[src/rtl/status_frame_pkg.sv]
// Shared types and helpers for the status frame transmitter.
// Defining STATUS_FRAME_CHECKSUM_EN adds the trailing checksum state.
package status_frame_pkg;

    typedef enum logic [2:0] {
        ST_IDLE,
        ST_SYNC,
        ST_SEQ,
        ST_LEN,
        ST_PAYLOAD
`ifdef STATUS_FRAME_CHECKSUM_EN
        , ST_CHK
`endif
    } frame_state_t;

    localparam logic [7:0] DEFAULT_SYNC_BYTE = 8'hA5;

    function automatic int frame_len(input int num_ch, input int ch_w);
        return num_ch * ((ch_w + 7) / 8);
    endfunction

endpackage

[src/rtl/status_frame_tx_trigger.sv]
// frame_trigger: period timer, change detect and single pending flag feeding one start request.
// No build-time options; STATUS_FRAME_CHECKSUM_EN has no effect here.
module frame_trigger
    import status_frame_pkg::*;
#(
    parameter int NUM_CH        = 4,
    parameter int CH_W          = 8,
    parameter int PERIOD_CYCLES = 5_000_000,
    parameter int CHANGE_TRIG   = 1
) (
    input  logic                   i_clk,
    input  logic                   i_rst,
    input  logic [NUM_CH*CH_W-1:0] i_ch_data,
    input  logic [NUM_CH*CH_W-1:0] i_snapshot,
    input  logic                   i_force,
    input  logic                   i_idle,
    output logic                   o_start_req
);

    localparam int TW = (PERIOD_CYCLES > 1) ? $clog2(PERIOD_CYCLES) : 1;
    localparam logic [TW-1:0] TIMER_LAST = (PERIOD_CYCLES > 0) ? TW'(PERIOD_CYCLES - 1) : '0;

    logic [TW-1:0] r_timer;
    logic          r_pending;
    logic          w_expire;
    logic          w_change;
    logic          w_trigger;

    assign w_expire    = (PERIOD_CYCLES != 0) && (r_timer == TIMER_LAST);
    assign w_change    = (CHANGE_TRIG != 0) && (i_ch_data != i_snapshot);
    assign w_trigger   = i_force || w_expire || w_change;
    assign o_start_req = i_idle && (w_trigger || r_pending);

    // Timer restarts on every frame start so forced frames postpone the periodic one.
    always_ff @(posedge i_clk) begin
        if (i_rst) begin
            r_timer   <= '0;
            r_pending <= 1'b0;
        end else begin
            if (o_start_req || w_expire) begin
                r_timer <= '0;
            end else begin
                r_timer <= r_timer + 1'b1;
            end

            if (o_start_req) begin
                r_pending <= 1'b0;
            end else if (w_trigger && !i_idle) begin
                r_pending <= 1'b1;
            end
        end
    end

endmodule

[src/rtl/status_frame_tx.sv]
// status_frame_tx: snapshots NUM_CH channels and streams SYNC, SEQ, LEN, payload over a valid/ready byte port.
// Optional trailing XOR checksum byte when STATUS_FRAME_CHECKSUM_EN is defined.
//   state   | meaning
//   IDLE    | no frame; waits for start request
//   SYNC/SEQ/LEN | header byte presented
//   PAYLOAD | snapshot byte r_idx presented;  CHK | checksum presented
module status_frame_tx
    import status_frame_pkg::*;
#(
    parameter int         NUM_CH        = 4,
    parameter int         CH_W          = 8,
    parameter int         PERIOD_CYCLES = 5_000_000,
    parameter int         CHANGE_TRIG   = 1,
    parameter logic [7:0] SYNC_BYTE     = DEFAULT_SYNC_BYTE
) (
    input  logic                   i_clk,
    input  logic                   i_rst,
    input  logic [NUM_CH*CH_W-1:0] i_ch_data,
    input  logic                   i_force,
    output logic                   o_tx_valid,
    input  logic                   i_tx_ready,
    output logic [7:0]             o_tx_byte,
    output logic                   o_busy,
    output logic [7:0]             o_seq
);

    localparam int BPC = (CH_W + 7) / 8;
    localparam int LEN = frame_len(NUM_CH, CH_W);
    localparam int IW  = (LEN > 1) ? $clog2(LEN) : 1;
    localparam logic [7:0]    LEN_BYTE = 8'(LEN);
    localparam logic [IW-1:0] LAST_IDX = IW'(LEN - 1);

    frame_state_t          r_state;
    logic [IW-1:0]         r_idx;
    logic                  r_tx_valid;
    logic [7:0]            r_tx_byte;
    logic [7:0]            r_seq;
    logic [NUM_CH*CH_W-1:0] r_snap;
`ifdef STATUS_FRAME_CHECKSUM_EN
    logic [7:0]            r_chk;
    logic [7:0]            w_chk_nxt;
`endif

    frame_state_t          w_state_nxt;
    logic [IW-1:0]         w_idx_nxt;
    logic [IW-1:0]         w_next_idx;
    logic                  w_valid_nxt;
    logic [7:0]            w_byte_nxt;
    logic [7:0]            w_seq_nxt;
    logic                  w_accept;
    logic                  w_idle;
    logic                  w_start_req;
    logic [7:0]            w_pay [LEN];

    // Payload byte j: channel j/BPC, zero-extended, most significant byte first.
    for (genvar c = 0; c < NUM_CH; c++) begin : g_ch
        logic [BPC*8-1:0] w_ext;
        assign w_ext = (BPC*8)'(r_snap[c*CH_W +: CH_W]);
        for (genvar b = 0; b < BPC; b++) begin : g_byte
            assign w_pay[c*BPC + b] = w_ext[(BPC-1-b)*8 +: 8];
        end
    end

    assign w_idle     = (r_state == ST_IDLE);
    assign w_accept   = r_tx_valid && i_tx_ready;
    assign w_next_idx = r_idx + 1'b1;

    frame_trigger #(
        .NUM_CH        (NUM_CH),
        .CH_W          (CH_W),
        .PERIOD_CYCLES (PERIOD_CYCLES),
        .CHANGE_TRIG   (CHANGE_TRIG)
    ) u_trigger (
        .i_clk       (i_clk),
        .i_rst       (i_rst),
        .i_ch_data   (i_ch_data),
        .i_snapshot  (r_snap),
        .i_force     (i_force),
        .i_idle      (w_idle),
        .o_start_req (w_start_req)
    );

    always_comb begin
        w_state_nxt = r_state;
        w_idx_nxt   = r_idx;
        w_valid_nxt = r_tx_valid;
        w_byte_nxt  = r_tx_byte;
        w_seq_nxt   = r_seq;
`ifdef STATUS_FRAME_CHECKSUM_EN
        w_chk_nxt   = r_chk;
`endif
        case (r_state)
            ST_IDLE: begin
                if (w_start_req) begin
                    w_state_nxt = ST_SYNC;
                    w_valid_nxt = 1'b1;
                    w_byte_nxt  = SYNC_BYTE;
                    w_idx_nxt   = '0;
`ifdef STATUS_FRAME_CHECKSUM_EN
                    w_chk_nxt   = '0;
`endif
                end
            end
            ST_SYNC: begin
                if (w_accept) begin
                    w_state_nxt = ST_SEQ;
                    w_byte_nxt  = r_seq;
                end
            end
            ST_SEQ: begin
                if (w_accept) begin
                    w_state_nxt = ST_LEN;
                    w_byte_nxt  = LEN_BYTE;
`ifdef STATUS_FRAME_CHECKSUM_EN
                    w_chk_nxt   = r_chk ^ r_tx_byte;
`endif
                end
            end
            ST_LEN: begin
                if (w_accept) begin
                    w_state_nxt = ST_PAYLOAD;
                    w_byte_nxt  = w_pay[0];
                    w_idx_nxt   = '0;
`ifdef STATUS_FRAME_CHECKSUM_EN
                    w_chk_nxt   = r_chk ^ r_tx_byte;
`endif
                end
            end
            ST_PAYLOAD: begin
                if (w_accept) begin
                    if (r_idx == LAST_IDX) begin
`ifdef STATUS_FRAME_CHECKSUM_EN
                        w_state_nxt = ST_CHK;
                        w_byte_nxt  = r_chk ^ r_tx_byte;
                        w_chk_nxt   = r_chk ^ r_tx_byte;
`else
                        w_state_nxt = ST_IDLE;
                        w_valid_nxt = 1'b0;
                        w_byte_nxt  = '0;
                        w_seq_nxt   = r_seq + 8'd1;
`endif
                    end else begin
                        w_idx_nxt  = w_next_idx;
                        w_byte_nxt = w_pay[w_next_idx];
`ifdef STATUS_FRAME_CHECKSUM_EN
                        w_chk_nxt  = r_chk ^ r_tx_byte;
`endif
                    end
                end
            end
`ifdef STATUS_FRAME_CHECKSUM_EN
            ST_CHK: begin
                if (w_accept) begin
                    w_state_nxt = ST_IDLE;
                    w_valid_nxt = 1'b0;
                    w_byte_nxt  = '0;
                    w_seq_nxt   = r_seq + 8'd1;
                end
            end
`endif
            default: begin
                w_state_nxt = ST_IDLE;
                w_valid_nxt = 1'b0;
                w_byte_nxt  = '0;
            end
        endcase
    end

    always_ff @(posedge i_clk) begin
        if (i_rst) begin
            r_state    <= ST_IDLE;
            r_idx      <= '0;
            r_tx_valid <= 1'b0;
            r_tx_byte  <= '0;
            r_seq      <= '0;
            r_snap     <= '0;
`ifdef STATUS_FRAME_CHECKSUM_EN
            r_chk      <= '0;
`endif
        end else begin
            r_state    <= w_state_nxt;
            r_idx      <= w_idx_nxt;
            r_tx_valid <= w_valid_nxt;
            r_tx_byte  <= w_byte_nxt;
            r_seq      <= w_seq_nxt;
`ifdef STATUS_FRAME_CHECKSUM_EN
            r_chk      <= w_chk_nxt;
`endif
            if (w_start_req) begin
                r_snap <= i_ch_data;
            end
        end
    end

    assign o_tx_valid = r_tx_valid;
    assign o_tx_byte  = r_tx_byte;
    assign o_busy     = !w_idle;
    assign o_seq      = r_seq;

endmodule

[config.mk]
export PLATFORM = sky130hd
export DESIGN_NAME = status_frame_tx
export DESIGN_NICKNAME = d
export VERILOG_FILES = /design/src/rtl/status_frame_pkg.sv /design/src/rtl/status_frame_tx_trigger.sv /design/src/rtl/status_frame_tx.sv
export SDC_FILE = /design/constraint.sdc
export NUM_CORES = 1
export LEC_CHECK = 0
export ABC_AREA = 1
export BUFFER_PORTS_ARGS = -buffer_cell sky130_fd_sc_hd__buf_2
export CORE_MARGIN = 2
export CORE_UTILIZATION = 61
export CTS_BUF_LIST = sky130_fd_sc_hd__clkbuf_4
export DETAILED_ROUTE_END_ITERATION = 6
export PLACE_DENSITY = 0.83
export SLEW_MARGIN = 30
export SYNTH_ARGS = -nofsm -noshare
export SYNTH_HDL_FRONTEND = slang
export SYNTH_HIERARCHICAL = 1
export SYNTH_SLANG_ARGS = --single-unit
export TNS_END_PERCENT = 10
[constraint.sdc]
create_clock -name i_clk -period 2.3 [get_ports i_clk]
set_clock_uncertainty 0.2 [all_clocks]
set_input_delay 0.345 -clock i_clk [delete_from_list [all_inputs] [get_ports i_clk]]
set_output_delay 0.345 -clock i_clk [all_outputs]
set_load 0.005 [all_outputs]
==> results.sh, run 1 <==
export IMPL_crit_top_cell="nand2_1"
export IMPL_netlist_area_sq_um=4640
export IMPL_ant_nets=0
export IMPL_slew_violations=0
export IMPL_clk_pin_slew_ns=0.14
export IMPL_ys_ff_latch=78
export IMPL_maxSlewHeadroom_pct=71.7
export IMPL_tightest_slew_ns=0.425
export IMPL_required_ns=2.47
export IMPL_firstDrtPassIters=6
export IMPL_end_kind="register"
export IMPL_nFillCells=630
export IMPL_clk_insertion_delay_late_ns=0.43
export IMPL_wl_per_cell_um=12.7
export IMPL_grt_start_max_net_pins=65
export IMPL_htreeDepth=3
export IMPL_critPathArrivalTime_ns=2.36
export IMPL_critical_path_peak_fanout=5
export IMPL_vias=4497
export IMPL_synth_area_leaders="dfxtp_1 (34%), nand2_1 (15%), inv_1 (9.5%)"
export IMPL_power_density_nw_per_um2=1020
export IMPL_cts_tree="yes"
export IMPL_cp_slowest_stage_delay_ns=0.37
export IMPL_die_area_sq_um=8310
export IMPL_syn2layout_area_growth_pct=14.8
export IMPL_cts_buffers_inserted=9
export IMPL_syn_num_nets=744
export IMPL_outcome="finished, final reports clean"
export IMPL_diodes=0
export IMPL_setup_viol_count_final=0
export IMPL_syn_inst=705
export IMPL_power_leakage_uw=0.00252
export IMPL_rows=31
export IMPL_postSynthAreaPerCell_sq_um=6.58
export IMPL_critPathSlowestCell="dfxtp_2"
export IMPL_fin_crit_ns=2.18
export IMPL_whs_ns=0.0207
export IMPL_drv_cap=0
export IMPL_cts_sinks=78
export IMPL_start_util_pct=63.6
export IMPL_root_buffer="clkbuf_4"
export IMPL_crit_chain="nand2_1, inv_2, nand2_1, nor2_2, nand2_1, nor2_2, nor2_2, nand3_2, nand2_2, inv_1, inv_2, nand3_4, nand2_8, nor2_4, nand2_1, a21oi_2"
export IMPL_grt_pass1_wl_um=18400
export IMPL_start_kind="register"
export IMPL_finalHoldViolations=0
export IMPL_nets=807
export IMPL_finalCritPeriodShare_pct=94.9
export IMPL_die_w_um=91.2
export IMPL_yosys_warnings=6
export IMPL_drt_initial_drc_count=234
export IMPL_fin_setup_tns_ns=0
export IMPL_hpwlAfterDp_um=8090
export IMPL_gp_congestion=0.976
export IMPL_io_buffers=53
export IMPL_die_h_um=91.2
export IMPL_wirelength_um=11100
export IMPL_ir_drop_v=0.000597
export IMPL_drc=0
export IMPL_grt_antenna_before_repair=0
export IMPL_fp_coreArea_sq_um=7290
export IMPL_min_path_type="in2reg"
export IMPL_yosysTopAreaCell="dfxtp_1"
export IMPL_max_freq_mhz=458
export IMPL_netlist_cell_type_count=35
export IMPL_grt_pass1_vias=4199
export IMPL_ys_seq_area_share_pct=33.7
export IMPL_grt_usage_pct=27.0
export IMPL_grt_overflow=0
export IMPL_cts_path_max_buffers=2
export IMPL_synth_top_area_share_pct=33.7
export IMPL_io_pins=54
export IMPL_post_drt_via_cell_ratio=5.16
export IMPL_worstSetupPathType="reg2reg"
export IMPL_drive_above_1_share_pct=21.7
area by class of cell:
cell class	instances	area, sq um	share of cell area, %
Multi-Input combinational cell	479	2520	47.4
Tap cell	99	124	2.33
Timing Repair Buffer	73	438	8.23
Clock buffer	9	67.6	1.27
Inverter	127	482	9.05
Sequential cell	78	1580	29.8
Clock inverter	7	104	1.95
layer usage:
layer | track usage, % | wire [um] | vias to the layer above
li1 | - | - | 2290
met1 | 33.3 | 4810 | 2047
met2 | 46.9 | 5450 | 133
met3 | 4.48 | 491 | 27
met4 | 10.7 | 303 | 0
met5 | 0 | 0 | -
logic make-up after synthesis:
| group | after synthesis | synth area share, % |
|---|---|---|
| and+or+nand+nor | 345 | 35.2 |
| buffers and inverters | 149 | 13.3 |
| AOI/OAI and AO/OA | 101 | 11.5 |
| DFF | 78 | 33.7 |
| xor gates and xnor gates | 29 | 5.48 |
| adders and majority gates | 3 | 0.810 |
layout by cell type (no fill, tap or decap), types with 5 or more instances in the layout:
master / netlist / layout
nand3_1: 31 / 31
nand2_1: 191 / 191
nor2_1: 70 / 63
nand2_4: 6 / 6
a21oi_2: 8 / 8
buf_2: 4 / 53
dfxtp_1: 78 / 62
o21ai_0: 49 / 49
xnor2_1: 13 / 13
nand3_2: 7 / 6
dfxtp_2: 0 / 15
xor2_1: 16 / 16
inv_1: 117 / 115
buf_4: 1 / 15
nor2_2: 4 / 10
a21oi_1: 44 / 44
nand4_1: 5 / 5
inv_2: 8 / 10
clkbuf_4: 0 / 9
nor2_4: 5 / 7
metrics by stage:
step	power (uW)	utilization, %	cell area [sq um]	setup slack [ns]	instances
after global routing	5840	73.0	5320	-0.0201	872
final	5430	73.0	5320	0.118	872
after detailed placement	4260	68.4	4980	-0.0212	846
after CTS	5240	71.3	5200	0.0169	866
after floorplan	3720	-	4640	0.222	705
after global placement	4180	68.4	4980	0.0280	846
path summary, 6_finish.rpt:
kind,start,to,slack [ns],cells past startpoint
worst max-delay path,u_trigger/r_timer[18],o_tx_byte[6],0.12,16
worst min-delay path,i_ch_data[8],r_snap[8],0.02,3
worst max register to register,u_trigger/r_timer[18],o_tx_byte[6],0.12,16
worst min register to register,r_snap[31],r_snap[31],0.28,2
synth_stat cells, drive strengths merged:
library cell  number
clkinv             1
nor3               8
and3               2
o21ai             49
xor2              16
nand2            200
or2                5
inv              126
ha                 3
xnor2             13
nand3b             3
nor2              82
clkbuf            11
buf               11
a21oi             52
dfxtp             78
nand4              6
nand3             39
critical path: cells and delay by family (launching register included):
family	cells	cell delay (ns)
buf+inv	3	0.22
compound gates	1	0.12
simple gates	12	1.21
flops	1	0.37
flip-flops by register name, indices dropped and copies added (netlist names):
name,cells
r_snap,32
o_seq,8
o_tx_byte,8
u_trigger/r_pending,1
r_state,3
r_idx,2
u_trigger/r_timer,23
o_tx_valid,1
power breakdown:
part | internal [uW] | leakage, uW | switching (uW) | total [uW]
Combinational | 895 | 0.00179 | 1670 | 2570
Clock | 456 | 0.0000915 | 524 | 980
Sequential | 1670 | 0.000646 | 215 | 1880
timing repair:
item,CTS,global route
gates resized for setup,0,32
hold buffers,4,0
setup endpoints to repair,0,44
endpoints found under the hold margin,4,0
setup buffers,0,5
Power figures use the tool's default switching activity.
==> run 2, diff against run 1 <==
==> constraint.sdc (replaced) <==
create_clock -name i_clk -period 2.3 [get_ports i_clk]
set_clock_uncertainty 0.2 [all_clocks]
set_input_delay 0.46 -clock i_clk [delete_from_list [all_inputs] [get_ports i_clk]]
set_output_delay 0.46 -clock i_clk [all_outputs]
set_load 0.005 [all_outputs]
==> run 2 against run 1 <==
- final cell count shrank 0.92%
- global-route usage shrank 1.2 points
- critical path type unchanged
- sequential share of layout area grew 0.76 points
- die area is the same
- clock power shrank 31%
- critical endpoint is now o_tx_byte[1]
- highest routed layer unchanged
- non-clock buffer count shrank 5
- routed wire length shrank 6.1%
- critical path depth is the same
==> results.sh, run 2 (synthesis gave the netlist of run 1 again) <==
export IMPL_outcome="finished, final reports clean"
export IMPL_root_buffer="clkbuf_4"
export IMPL_wl_per_cell_um=12.0
export IMPL_syn2layout_area_growth_pct=11.3
export IMPL_slew_violations=0
export IMPL_nets=801
export IMPL_reg2reg_from="u_trigger/r_timer[0]"
export IMPL_setup_viol_count_final=0
export IMPL_grt_overflow=0
export IMPL_maxSlewHeadroom_pct=71.5
export IMPL_die_area_sq_um=8310
export IMPL_drc=0
export IMPL_fp_coreArea_sq_um=7290
export IMPL_grt_start_max_net_pins=44
export IMPL_regArea_sq_um=1570
export IMPL_wl_met1_um=4730
export IMPL_die_w_um=91.2
export IMPL_die_h_um=91.2
export IMPL_hpwlAfterDp_um=7820
export IMPL_cts_path_max_buffers=2
export IMPL_start_util_pct=63.6
export IMPL_tightest_slew_ns=0.427
export IMPL_clk_insertion_delay_late_ns=0.42
export IMPL_wirelength_um=10400
export IMPL_ant_nets=0
export IMPL_io_pins=54
export IMPL_cts_tree="yes"
export IMPL_grt_antenna_before_repair=0
export IMPL_nFillCells=661
export IMPL_cts_sinks=78
export IMPL_largest_register="r_snap"
export IMPL_io_buffers=53
export IMPL_grt_usage_pct=25.8
export IMPL_power_density_nw_per_um2=986
export IMPL_largest_reg_flops=32
export IMPL_grt_pass1_wl_um=17600
export IMPL_finalHoldViolations=0
export IMPL_min_path_type="in2reg"
export IMPL_multi_input_area_sq_um=2480
export IMPL_min_to="r_snap[3]"
export IMPL_grt_pass1_vias=3967
export IMPL_hold_path_startpoint="i_ch_data[3]"
export IMPL_highest_layer="met4"
export IMPL_rows=31
export IMPL_finalCritPeriodShare_pct=94.1
export IMPL_firstDrtPassIters=5
export IMPL_drv_cap=0
export IMPL_reg_top3="r_snap (32), u_trigger/r_timer (23)"
export IMPL_final_common_cell="nand2_1"
export IMPL_start_kind="register"
export IMPL_fin_area_sq_um=5160
export IMPL_ctsHoldBuffers=0
export IMPL_worstSetupPathType="reg2reg"
export IMPL_post_drt_via_cell_ratio=4.96
export IMPL_place_area_sq_um=5000
export IMPL_cts_buffers_inserted=9
export IMPL_power_leakage_uw=0.00247
export IMPL_clk_pin_slew_ns=0.12
export IMPL_whs_path_depth=3
export IMPL_pre_cts_slack_ns=-0.0283
export IMPL_vias=4284
export IMPL_end_kind="register"
export IMPL_diodes=0
export IMPL_htreeDepth=3
export IMPL_gp_congestion=0.964
export IMPL_setup_ws_ns=0.136
export IMPL_wl_met2_um=4970
export IMPL_r2r_end="o_tx_byte[1]"
export IMPL_drt_initial_drc_count=207
export IMPL_startpoint="u_trigger/r_timer[0]"
export IMPL_whs_ns=0.126
export IMPL_max_freq_mhz=462
export IMPL_critical_path_peak_fanout=8
export IMPL_wl_met3_um=469
export IMPL_drive_above_1_share_pct=19.6
export IMPL_rr_worst_depth=16
export IMPL_final_cell_mix="nand2_1 (191), inv_1 (117), nor2_1 (68), dfxtp_1 (68), buf_2 (53)"
export IMPL_ir_drop_v=0.000587
export IMPL_critPathArrivalTime_ns=2.33
export IMPL_required_ns=2.46
export IMPL_reg2reg_slack_ns=0.14
export IMPL_fin_crit_ns=2.16
run 2: changes by cell type in the layout (fill, tap and decap cells not counted), sizes merged:
cell,previous run,this run
clkinv,3,4
dlygate4sd3,4,0
nor2,83,82
buf,69,68
bufinv,2,0
clkbuf,9,11
inv,129,126
run 2: power by group:
group / internal (uW) / switching (uW) / leakage, uW / total [uW]
registers: 1660 / 220 / 0.000643 / 1880
logic: 944 / 1580 / 0.00176 / 2530
clock network: 229 / 447 / 0.0000600 / 676
total: 2840 / 2250 / 0.00247 / 5090
run 2: how the worst max path moves through the flow:
| stage | slack, ns | end |
|---|---|---|
| 6_report | 0.14 | o_tx_byte[1] |
| 2_1_floorplan | 0.22 | r_snap[0] |
| 5_1_grt | -0.006 | r_state[1] |
| 4_1_cts | 0.07 | r_state[1] |
| 3_3_place_gp | 0.01 | o_tx_byte[6] |
| 3_5_place_dp | -0.03 | r_snap[10] |
run 2: final cells by class:
class                   count  share of cell area [%]
clock buffers              11                    1.60
clock inverters             3                   0.267
inverters                 127                    9.34
multi-input cells         478                    48.1
flip-flops and latches     78                    30.5
well taps                  99                    2.40
repair buffers             68                    7.81
run 2: timing repair:
action                                  in CTS  in global routing
endpoints found under the setup margin       0                 46
setup buffers                                0                  3
resized for setup                            0                 15
run 2: metrics by stage:
stage / util (%) / instances / TNS (ns) / power (uW)
6_report: 70.7 / 864 / 0 / 5090
5_1_grt: 70.7 / 864 / -0.00955 / 5540
4_1_cts: 70.0 / 861 / 0 / 5000
3_5_place_dp: 68.6 / 847 / -0.209 / 4320
3_3_place_gp: 68.6 / 847 / 0 / 4260
2_1_floorplan: - / 705 / 0 / 3720
run 2: routing by layer:
metal	up-vias	track usage, %
li1	2270	-
met1	1889	32.2
met2	104	43.8
met3	21	6.06
met4	0	8.71
met5	-	0
run 2: critical path, cell delays in order (launching register included):
cell,delay [ns]
dfxtp_2,0.37
ha_4,0.16
nand3_4,0.12
nor2_4,0.15
nand2_1,0.07
nor2_2,0.09
nor2_1,0.06
nand3_2,0.07
nand2_2,0.05
inv_1,0.05
inv_1,0.05
nand3_2,0.10
nand2_4,0.09
nor2_8,0.18
buf_4,0.14
nand2_1,0.07
a21oi_2,0.11
==> run 3, diff against run 2 <==
--- a/config.mk
+++ b/config.mk
@@ -7,6 +7,7 @@
 export LEC_CHECK = 0
 export ABC_AREA = 1
 export BUFFER_PORTS_ARGS = -buffer_cell sky130_fd_sc_hd__buf_2
+export CORE_ASPECT_RATIO = 0.9
 export CORE_MARGIN = 2
 export CORE_UTILIZATION = 61
 export CTS_BUF_LIST = sky130_fd_sc_hd__clkbuf_4
==> run 3 against run 2 <==
- setup slack got worse by 0.0074 ns
- largest power group unchanged
- highest routed layer unchanged
- critical path type unchanged
- sequential power barely moved
- die area barely moved
- power rose by 4.6%
- non-clock buffer count rose by 3
==> results.sh, run 3 (synthesis gave the netlist of run 1 again) <==
export IMPL_grt_usage_pct=27.3
export IMPL_start_util_pct=62.1
export IMPL_power_frac_clock_pct=15.3
export IMPL_finalCritPeriodShare_pct=94.4
export IMPL_drc=0
export IMPL_nets=805
export IMPL_grt_overflow=0
export IMPL_worstSetupPathType="reg2reg"
export IMPL_wirelength_um=11000
export IMPL_maxSlewHeadroom_pct=70.3
export IMPL_clk_insertion_delay_late_ns=0.43
export IMPL_setup_viol_count_final=0
export IMPL_clk_pin_slew_ns=0.13
export IMPL_max_freq_mhz=460
export IMPL_fin_setup_tns_ns=0
export IMPL_gp_congestion=0.963
export IMPL_critical_path_peak_fanout=5
export IMPL_fp_coreArea_sq_um=7470
export IMPL_reg_top3="r_snap (32), u_trigger/r_timer (23)"
export IMPL_drt_initial_drc_count=214
export IMPL_die_w_um=95.9
export IMPL_critPathArrivalTime_ns=2.34
export IMPL_largest_reg_flops=32
export IMPL_start_kind="register"
export IMPL_outcome="finished, final reports clean"
export IMPL_pwr_share_comb_pct=49.1
export IMPL_slew_violations=0
export IMPL_io_buffers=53
export IMPL_p_sw_uw=2360
export IMPL_swShare_pct=44.3
export IMPL_cts_path_max_buffers=2
export IMPL_hpwlAfterDp_um=8390
export IMPL_p_int_uw=2960
export IMPL_grt_pass1_wl_um=17800
export IMPL_final_common_cell="nand2_1"
export IMPL_io_pins=54
export IMPL_end_kind="register"
export IMPL_syn2layout_area_growth_pct=13.2
export IMPL_drv_cap=0
export IMPL_setup_ws_ns=0.128
export IMPL_htreeDepth=3
export IMPL_largest_register="r_snap"
export IMPL_grt_start_max_net_pins=29
export IMPL_finalHoldViolations=0
export IMPL_power_leakage_uw=0.00250
export IMPL_fin_crit_ns=2.17
export IMPL_tightest_slew_ns=0.446
export IMPL_grt_antenna_before_repair=1
export IMPL_ctsHoldBuffers=0
export IMPL_post_drt_via_cell_ratio=5.15
export IMPL_root_buffer="clkbuf_4"
export IMPL_grt_pass1_vias=4062
export IMPL_min_path_type="in2reg"
export IMPL_die_area_sq_um=8320
export IMPL_required_ns=2.47
export IMPL_wl_per_cell_um=12.7
export IMPL_cts_tree="yes"
export IMPL_cts_sinks=78
export IMPL_power_frac_seq_pct=35.6
export IMPL_grt_setup_unrepaired="yes"
export IMPL_pre_cts_slack_ns=-0.0839
export IMPL_rows=30
export IMPL_vias=4465
export IMPL_power_density_nw_per_um2=1010
export IMPL_ant_nets=0
export IMPL_drive_above_1_share_pct=20.6
export IMPL_cts_buffers_inserted=9
export IMPL_firstDrtPassIters=5
export IMPL_die_h_um=86.7
export IMPL_ir_drop_v=0.000647
export IMPL_final_cell_mix="nand2_1 (190), inv_1 (116), dfxtp_1 (70)"
-- run 3: cell types whose count changed in the layout (fill, tap and decap cells not counted), moves of 2 or more --
| cell | delta |
|---|---|
| buf_4 | +2 |
| dfxtp_1 | +2 |
| dfxtp_2 | -3 |
| nand2_2 | +2 |
| nor2_1 | -3 |
| nor2_2 | +2 |
| nor2_4 | +2 |
-- run 3: critical path, stage by stage, from the launching register on --
cell and delay (ns):
dfxtp_4 0.38, ha_4 0.15, nand3_4 0.11, nor2_4 0.16
nand2_2 0.08, nor2_4 0.11, nor2_2 0.05, nand3_2 0.07
nand2_2 0.06, inv_1 0.07, inv_2 0.05, nand3_2 0.09
nand2_4 0.10, nor2_8 0.15, nand2_2 0.09, nand2_1 0.07
nand2_1 0.04, nor2_1 0.08
-- run 3: final timing paths --
kind	slack (ns)	endpoint	cells after the start	start
min reg2reg	0.28	r_idx[1]	2	r_idx[1]
min	0.12	r_snap[3]	3	i_ch_data[3]
max reg2reg	0.13	r_state[1]	17	u_trigger/r_timer[1]
max	0.13	r_state[1]	17	u_trigger/r_timer[1]
-- run 3: layout make-up --
class | count | area [sq um]
multi-input combinational | 479 | 2510
fill | 660 | 2220
sequential | 78 | 1570
inverter | 127 | 482
timing repair buffer | 71 | 438
tap | 96 | 120
clock buffer | 10 | 75.1
clock inverter | 5 | 51.3
antenna | 1 | 2.50
-- run 3: through the flow --
| step | area [sq um] | hold slack (ns) | utilization, % | power [uW] | std cells |
|---|---|---|---|---|---|
| after global placement | 5050 | 0.260 | 67.6 | 4300 | 849 |
| after global routing | 5250 | 0.123 | 70.3 | 5720 | 866 |
| after floorplan | 4640 | 0.229 | - | 3720 | 705 |
| after detailed placement | 5050 | 0.264 | 67.6 | 4410 | 849 |
| after CTS | 5180 | 0.109 | 69.3 | 5210 | 864 |
| final | 5250 | 0.117 | 70.3 | 5320 | 867 |
-- run 3: power groups by stage --
stage | registers [uW] | clock network [uW] | logic [uW]
after floorplan | 1840 | 0 | 1880
after global placement | 1880 | 0 | 2430
after detailed placement | 1900 | 0 | 2510
after CTS | 1870 | 820 | 2510
after global routing | 1930 | 874 | 2910
final | 1890 | 814 | 2620
-- run 3: routing by layer --
metal	track usage, %	up-vias	wire length [um]
li1	-	2276	-
met1	34.3	2025	4780
met2	47.1	146	5330
met3	6.43	18	763
met4	6.62	0	165
met5	0	-	0
-- run 3: repair_timing --
action	in CTS	in global routing
cloned	0	1
resized for setup	1	20
pin swaps	0	8
setup buffers	0	1
endpoints found under the setup margin	2	40
